## src/rtl/trap_controller.sv

```systemverilog
// Machine-mode trap/return controller: owns the trap CSRs, sequences
// flush -> redirect on exception, external interrupt or MRET.
package trap_pkg;
    typedef enum logic [1:0] {
        SYSOP_NORMAL = 2'd0,
        SYSOP_ECALL  = 2'd1,
        SYSOP_EBREAK = 2'd2,
        SYSOP_MRET   = 2'd3
    } sysop_mode_t;
endpackage

module trap_controller
    import trap_pkg::*;
#(
    parameter int              XLEN        = 32,
    parameter logic [XLEN-1:0] RESET_MTVEC = '0
) (
    input  logic              clk,
    input  logic              rst,
    input  logic              commit_valid,
    input  logic [XLEN-1:0]   commit_pc,
    input  logic [XLEN-1:0]   commit_next_pc,
    input  logic [31:0]       commit_instr,
    input  sysop_mode_t       commit_sysop,
    input  logic              commit_illegal,
    input  logic              irq_ext,
    input  logic [11:0]       csr_addr,
    input  logic              csr_we,
    input  logic [XLEN-1:0]   csr_wdata,
    output logic [XLEN-1:0]   csr_rdata,
    output logic              busy,
    output logic              flush,
    output logic              redirect_valid,
    output logic [XLEN-1:0]   redirect_pc
);
    localparam logic [XLEN-1:0] IRQ_CAUSE = {1'b1, {(XLEN-5){1'b0}}, 4'hB};

    typedef enum logic [1:0] {S_IDLE, S_FLUSH, S_REDIR} state_t;

    state_t          r_state, w_state_nxt;
    logic            r_mie, r_mpie, r_meie;
    logic [XLEN-1:0] r_mtvec, r_mepc, r_mcause, r_mtval, r_target;

    logic w_accept, w_exc, w_irq, w_trap, w_mret, w_wr;

    assign w_accept = (r_state == S_IDLE) && commit_valid;
    assign w_exc    = commit_illegal || (commit_sysop == SYSOP_ECALL) ||
                      (commit_sysop == SYSOP_EBREAK);
    // Interrupt rides on an ordinary, non-writing commit so the instruction can retire.
    assign w_irq    = r_mie && r_meie && irq_ext && !commit_illegal &&
                      (commit_sysop == SYSOP_NORMAL) && !csr_we;
    assign w_trap   = w_accept && (w_exc || w_irq);
    assign w_mret   = w_accept && !commit_illegal && (commit_sysop == SYSOP_MRET);
    assign w_wr     = w_accept && csr_we && !w_exc;

    always_ff @(posedge clk or posedge rst) begin
        if (rst) r_state <= S_IDLE;
        else     r_state <= w_state_nxt;
    end

    always_comb begin
        w_state_nxt = r_state;
        case (r_state)
            S_IDLE:  if (w_trap || w_mret) w_state_nxt = S_FLUSH;
            S_FLUSH: w_state_nxt = S_REDIR;
            S_REDIR: w_state_nxt = S_IDLE;
            default: w_state_nxt = S_IDLE;
        endcase
    end

    always_ff @(posedge clk or posedge rst) begin
        if (rst) begin
            r_mie    <= 1'b0;
            r_mpie   <= 1'b0;
            r_meie   <= 1'b0;
            r_mtvec  <= RESET_MTVEC;
            r_mepc   <= '0;
            r_mcause <= '0;
            r_mtval  <= '0;
            r_target <= '0;
        end else begin
            if (w_wr) begin
                case (csr_addr)
                    12'h300: begin r_mie <= csr_wdata[3]; r_mpie <= csr_wdata[7]; end
                    12'h304: r_meie   <= csr_wdata[11];
                    12'h305: r_mtvec  <= {csr_wdata[XLEN-1:2], 2'b00};
                    12'h341: r_mepc   <= {csr_wdata[XLEN-1:2], 2'b00};
                    12'h342: r_mcause <= csr_wdata;
                    12'h343: r_mtval  <= csr_wdata;
                    default: ;
                endcase
            end
            if (w_trap) begin
                r_mpie   <= r_mie;
                r_mie    <= 1'b0;
                r_target <= {r_mtvec[XLEN-1:2], 2'b00};
                if (commit_illegal) begin
                    r_mcause <= XLEN'(2);
                    r_mtval  <= XLEN'(commit_instr);
                    r_mepc   <= {commit_pc[XLEN-1:2], 2'b00};
                end else if (commit_sysop == SYSOP_EBREAK) begin
                    r_mcause <= XLEN'(3);
                    r_mtval  <= commit_pc;
                    r_mepc   <= {commit_pc[XLEN-1:2], 2'b00};
                end else if (commit_sysop == SYSOP_ECALL) begin
                    r_mcause <= XLEN'(11);
                    r_mtval  <= '0;
                    r_mepc   <= {commit_pc[XLEN-1:2], 2'b00};
                end else begin
                    r_mcause <= IRQ_CAUSE;
                    r_mtval  <= '0;
                    r_mepc   <= {commit_next_pc[XLEN-1:2], 2'b00};
                end
            end else if (w_mret) begin
                r_mie    <= r_mpie;
                r_mpie   <= 1'b1;
                r_target <= r_mepc;
            end
        end
    end

    always_comb begin
        csr_rdata = '0;
        case (csr_addr)
            12'h300: begin
                csr_rdata[12:11] = 2'b11;
                csr_rdata[7]     = r_mpie;
                csr_rdata[3]     = r_mie;
            end
            12'h304: csr_rdata[11] = r_meie;
            12'h305: csr_rdata     = r_mtvec;
            12'h341: csr_rdata     = r_mepc;
            12'h342: csr_rdata     = r_mcause;
            12'h343: csr_rdata     = r_mtval;
            12'h344: csr_rdata[11] = irq_ext;
            default: ;
        endcase
    end

    assign busy           = (r_state != S_IDLE);
    assign flush          = (r_state == S_FLUSH);
    assign redirect_valid = (r_state == S_REDIR);
    assign redirect_pc    = r_target;

endmodule

```

## config.mk

```make
export PLATFORM = sky130hd
export DESIGN_NAME = trap_controller
export DESIGN_NICKNAME = d
export VERILOG_FILES = /design/src/rtl/trap_controller.sv
export SDC_FILE = /design/constraint.sdc
export NUM_CORES = 1
export LEC_CHECK = 0
export CAP_MARGIN = 20
export CORE_UTILIZATION = 50
export CTS_BUF_LIST = sky130_fd_sc_hd__clkbuf_4 sky130_fd_sc_hd__clkbuf_8 sky130_fd_sc_hd__clkbuf_16
export DETAILED_ROUTE_END_ITERATION = 10
export DONT_BUFFER_PORTS = 1
export PLACE_DENSITY_LB_ADDON = 0.1
export RECOVER_POWER = 100
export SLEW_MARGIN = 20
export SYNTH_ARGS = -nofsm -noshare
export SYNTH_HDL_FRONTEND = slang
export SYNTH_SLANG_ARGS = --single-unit
```

## constraint.sdc

```tcl
create_clock -name clk -period 7.1 [get_ports clk]
set_clock_uncertainty 0.05 [all_clocks]
set_input_delay 0.355 -clock clk [delete_from_list [all_inputs] [get_ports clk]]
set_output_delay 0.355 -clock clk [all_outputs]
set_load 0.02 [all_outputs]
```

# After elaboration in Yosys (flattened, before gate mapping)
# Cells that the tools add are included.
# op_classes
n_reduce_logical,34
muxes,37
add_sub_neg,0
eq_ne,13
n_mul,0
bitwise_logic,0
div,0
magnitude_cmp,0
shift,0
# op_table
cell,count
2-to-1 mux 32 bit,19
== test 12 x 10 -> 1 bit (second input constant),7
case mux 19 bit (4 select lines),1
case mux 3 bit (4 select lines),3
case mux 1 bit (5 select lines),3
AND reduction 2 bit,6
nonzero test 2 bit,6
logical AND 1 bit,11
2-to-1 mux 1 bit,8
case mux 1 bit (7 select lines),1
== test 2 bit (second input constant),3
nonzero test 3 bit,2
== test 2 x 1 -> 1 bit (second input constant),2
zero test 2 bit,2
logical OR 1 bit,4
case mux 2 bit (2 select lines),1
zero test 1 bit,3
2-to-1 mux 2 bit,1
inequality test 2 x 1 -> 1 bit (second input constant),1
# totals
wordCells,93
latch_bits,0
out_inout_bits,67
rom_bits,0
mem_count,0
ramBits,0
register_bits,163

# Longest topological paths before layout
# depth
ltp_word,10
mapped_depth,10
depth_no_buf,7

# Worst setup path before layout
# No wires, ideal clock.
# synth_timing
path_type,in2out
from,input port csr_addr[5]
to,output port csr_rdata[26]
path_slack_ps,4625
stages,8
required_time_ps,6695
n_path_buf,3
t_arrival_ps,2070
cell_sequence,or3_1 -> or2_2 -> clkbuf_1 -> nor2_1 -> buf_2 -> buf_2 -> a22oi_1 -> o21ai_0
# synth_between
elab_chain_len,2
elab_cells_between_ends,5
# synth_lines
item,line,text
"start, declared",27,"input logic [11:0] csr_addr,"
== test 12 x 10 -> 1 bit,124,case (csr_addr)
case mux 19 bit (4 select lines) (*),124,
"end, declared",30,"output logic [XLEN-1:0] csr_rdata,"
# Every way passes the cells marked *; elsewhere a longest branch is shown, timed or not.

# Worst setup path in the final report
# layout_timing
from,input port commit_sysop[0]
to,register r_mtvec[11]
# layout_between
elab_chain_len,6
elab_cells_between_ends,7
# layout_lines
item,line,text
"start, declared",24,"input sysop_mode_t commit_sysop,"
== test 2 x 1 -> 1 bit,47,assign w_exc = commit_illegal || (commit_sysop == SYSOP_ECALL) ||
logical OR 1 bit,47,
logical OR 1 bit (*),47,
zero test 1 bit (*),54,assign w_wr = w_accept && csr_we && !w_exc;
logical AND 1 bit (*),54,
AND reduction 2 bit (no line) (*),n/a,
"end signal, assigned",86,"12'h305: r_mtvec <= {csr_wdata[XLEN-1:2], 2'b00};"
"end, declared",42,"logic [XLEN-1:0] r_mtvec, r_mepc, r_mcause, r_mtval, r_target;"
# Marks and branches as above.
# A chain may end at the register's enable or synchronous reset.

==> results.yml <==
routing:
  wirelength_um: 29100
  drtIter0Drc: 658
  antenna_left: 0
  drc: 0
  routed-via-count: 7322
  routed_via_density: 6.81
  wl_per_cell_um: 27.1
  drt-pass1-iter-count: 7
global_routing:
  grt_pass1_wl_um: 43800
  gr-total-overflow: 0
  grt_max_degree: 104
  grt_pass1_vias: 7324
  gr-usage-all-layers_pct: 33.4
  antenna_found_initial: 0
sta:
  worst_slew_pin_slew_ps: 4220
  fmax_mhz: 189
  maxSlewViolCount: 253
  finalHoldViolCount: 0
  maxSlewHeadroom_pct: -183
  report.final.setup_viol: 0
  rsz0062_at_grt: "false"
  min_period_ps: 5300
  tns_ps: 0
  timing.final.crit_share_pct: 74.7
power_and_ir_drop:
  vdd_ir_drop_max_mv: 0.169
  p_comb_share_pct: 13.0
  p_leak_nw: 4.08
  internal_power_mw: 1.68
  p_sw_uw: 686
  clkPwrFrac_pct: 38.8
  seqPwrFrac_pct: 48.3
  power_mw: 2.37
  swShare_pct: 29.0
  power_density_nw_per_um2: 255
clock_tree:
  cts_max_level: 4
  cts_tree: "built"
  cts_root_buf: "clkbuf_16"
  clk_pin_slew_worst_paths_ps: 70
  ctsResizeCount: 0
  clk_latency_ps: 430
  cts_buffers: 17
  cts_setup_buffers: 0
  numClockSinks: 159
  ctsLongestPathBuffers: 2
placed_design:
  io_buffers: 0
  globalplace.congestion: 0.816
  hpwl_um: 16800
  dpl.cell_count: 1016
  placed_cell_area_um2: 8480
synth:
  synth_warnings: 0
  yosysMostFrequentCell: "dfrtp_1"
  postSynthRegisterBits: 159
  netlist_area_um2: 8480
  post_synth_num_cell_types: 49
  syn_inst: 870
  yosys.area.top_type: "dfrtp_1"
  synth_top_cell_area_share_pct: 46.9
  avgSynthCellArea_um2: 9.75
  synth_area_leaders: "dfrtp_1, mux2i_1, nand2_1"
  ys_seq_area_share_pct: 46.9
  synth_edf_count: 0
  netlist_top_cells_count: "dfrtp_1, nand2_1, a21oi_1, o21ai_0, mux2i_1"
  synth_top_flop_cell: "dfrtp_1"
  synthArstFlopShare_pct: 100
floorplanning:
  start_util_pct: 51.2
  die_w_um: 132
  die_h_um: 132
  die-area_um2: 17500
  num_rows: 47
  boundaryPins: 215
  core_um2: 16600
cells_and_area:
  drive_gt1_share_pct: 9.94
  insertedDiodeCount: 0
  syn_to_final_growth_pct: 9.28
  nets: 994
  final_area_um2: 9270
  instances_no_fill: 1075
critical_path:
  path_max_fanout: 35
  cp-end-kind: "flop"
  crit_type: "input pin to flop"
  critPathRequiredTime_ps: 7360
  cp.arrival_ps: 5570
  cp-start-kind: "input pin"
flow_run:
  max_cap_viol_count: 7
outcome:
  status: "complete, but fails checks"
  violations: "capacitance limit, slew limit"
hold_path:
  min_path_type: "input pin to flop"
## metrics by stage
step | worst slack [ps] | util (%) | hold WS, ps
finish | 1800 | 55.9 | 8.36
global route | 1720 | 55.9 | 0.420
CTS | 3540 | 55.8 | 0.644
detailed placement | 3080 | 51.2 | 405
global placement | 3160 | 51.2 | 389
floorplan | 2400 | - | 403
## power groups by stage
stage                     clock (mW)  sequential, mW  combinational [mW]
final                          0.918            1.14               0.307
after global placement             0            1.15               0.279
after CTS                      0.921            1.14               0.304
after detailed placement           0            1.15               0.294
after global routing           0.963            1.15               0.335
after floorplan                    0            1.12               0.234
## state kept, by name, summed over array words and instances (netlist names)
register and flops:
r_mcause 32, r_meie 1, r_mepc 30, r_mie 1, r_mpie 1, r_mtval 32, r_mtvec 30, r_state 2
redirect_pc 30
## cell type report
type | count | area [um^2]
clock buffers | 21 | 480
well taps | 220 | 275
multi-input cells | 621 | 4070
clock inverters | 11 | 104
inverters | 7 | 27.5
flip-flops and latches | 159 | 3980
fillers | 1463 | 7310
repair buffers | 36 | 338
## cell families (layout without fill, tap and decap cells)
group                      count (synthesis)  in the layout  share of synthesized area (%)
buffers and inverters                     91             75                           5.25
adders and majority gates                  4              4                          0.590
muxes                                     97             97                           11.9
AOI/OAI and AO/OA                        301            301                           23.2
other                                      1              2                         0.0442
and+or+nand+nor                          217            217                           12.1
DFF                                      159            159                           46.9
## critical path, stage by stage
cell    delay [ps]
inv_1           40
ha_1           290
or3_1         1020
nor4_1        2830
buf_4          640
mux2_2         380
## routing by layer
layer  track usage, %  share of wire (%)  wire [um]  up-vias
met1             43.4                 40      11800     3709
met4             12.3                2.8        805        0
li1                 -                  -          -     3145
met3             8.23                8.7       2530       63
met2             54.3                 48      14000      405
met5                0                  0          0        -
## worst paths after layout
path | start | end | slack, ps | cells after the start
max | commit_sysop[0] | r_mtvec[11]$_DFFE_PP0P_ | 1800 | 6
min reg2reg | r_state[1]$_DFFE_PP0P_ | r_state[1]$_DFFE_PP0P_ | 460 | 1
max in group asynchronous | rst | redirect_pc[12]$_DFFE_PP0P_ | 3140 | 3
max reg2reg | r_mie$_DFFE_PP0P_ | r_mtval[2]$_DFFE_PP0P_ | 2140 | 6
min in group asynchronous | rst | redirect_pc[13]$_DFFE_PP0P_ | 1600 | 2
min | csr_wdata[16] | r_mcause[16]$_DFFE_PP0P_ | 8 | 2
## placed cells by master (no fill, tap or decap), types with 3 or more instances in the layout
cell,instances
inv_1,6
clkbuf_16,17
a21o_1,15
nor2_1,22
a21oi_1,78
inv_6,3
a211o_1,15
nor3_1,17
nor2b_1,7
nand3_1,18
mux2_2,30
nand2_1,114
mux2i_1,65
and3_1,15
a221oi_1,34
ha_1,4
clkbuf_8,4
buf_4,9
a22oi_1,54
dlygate4sd3_1,27
dfrtp_1,159
o21ai_0,75
clkinv_2,3
a22o_1,18
## timing repair
action,4_1_cts,5_1_grt
hold endpoints to repair,108,9
endpoints found under the setup margin,0,0
hold buffers,18,9
(Power assumes the default switching activity.)
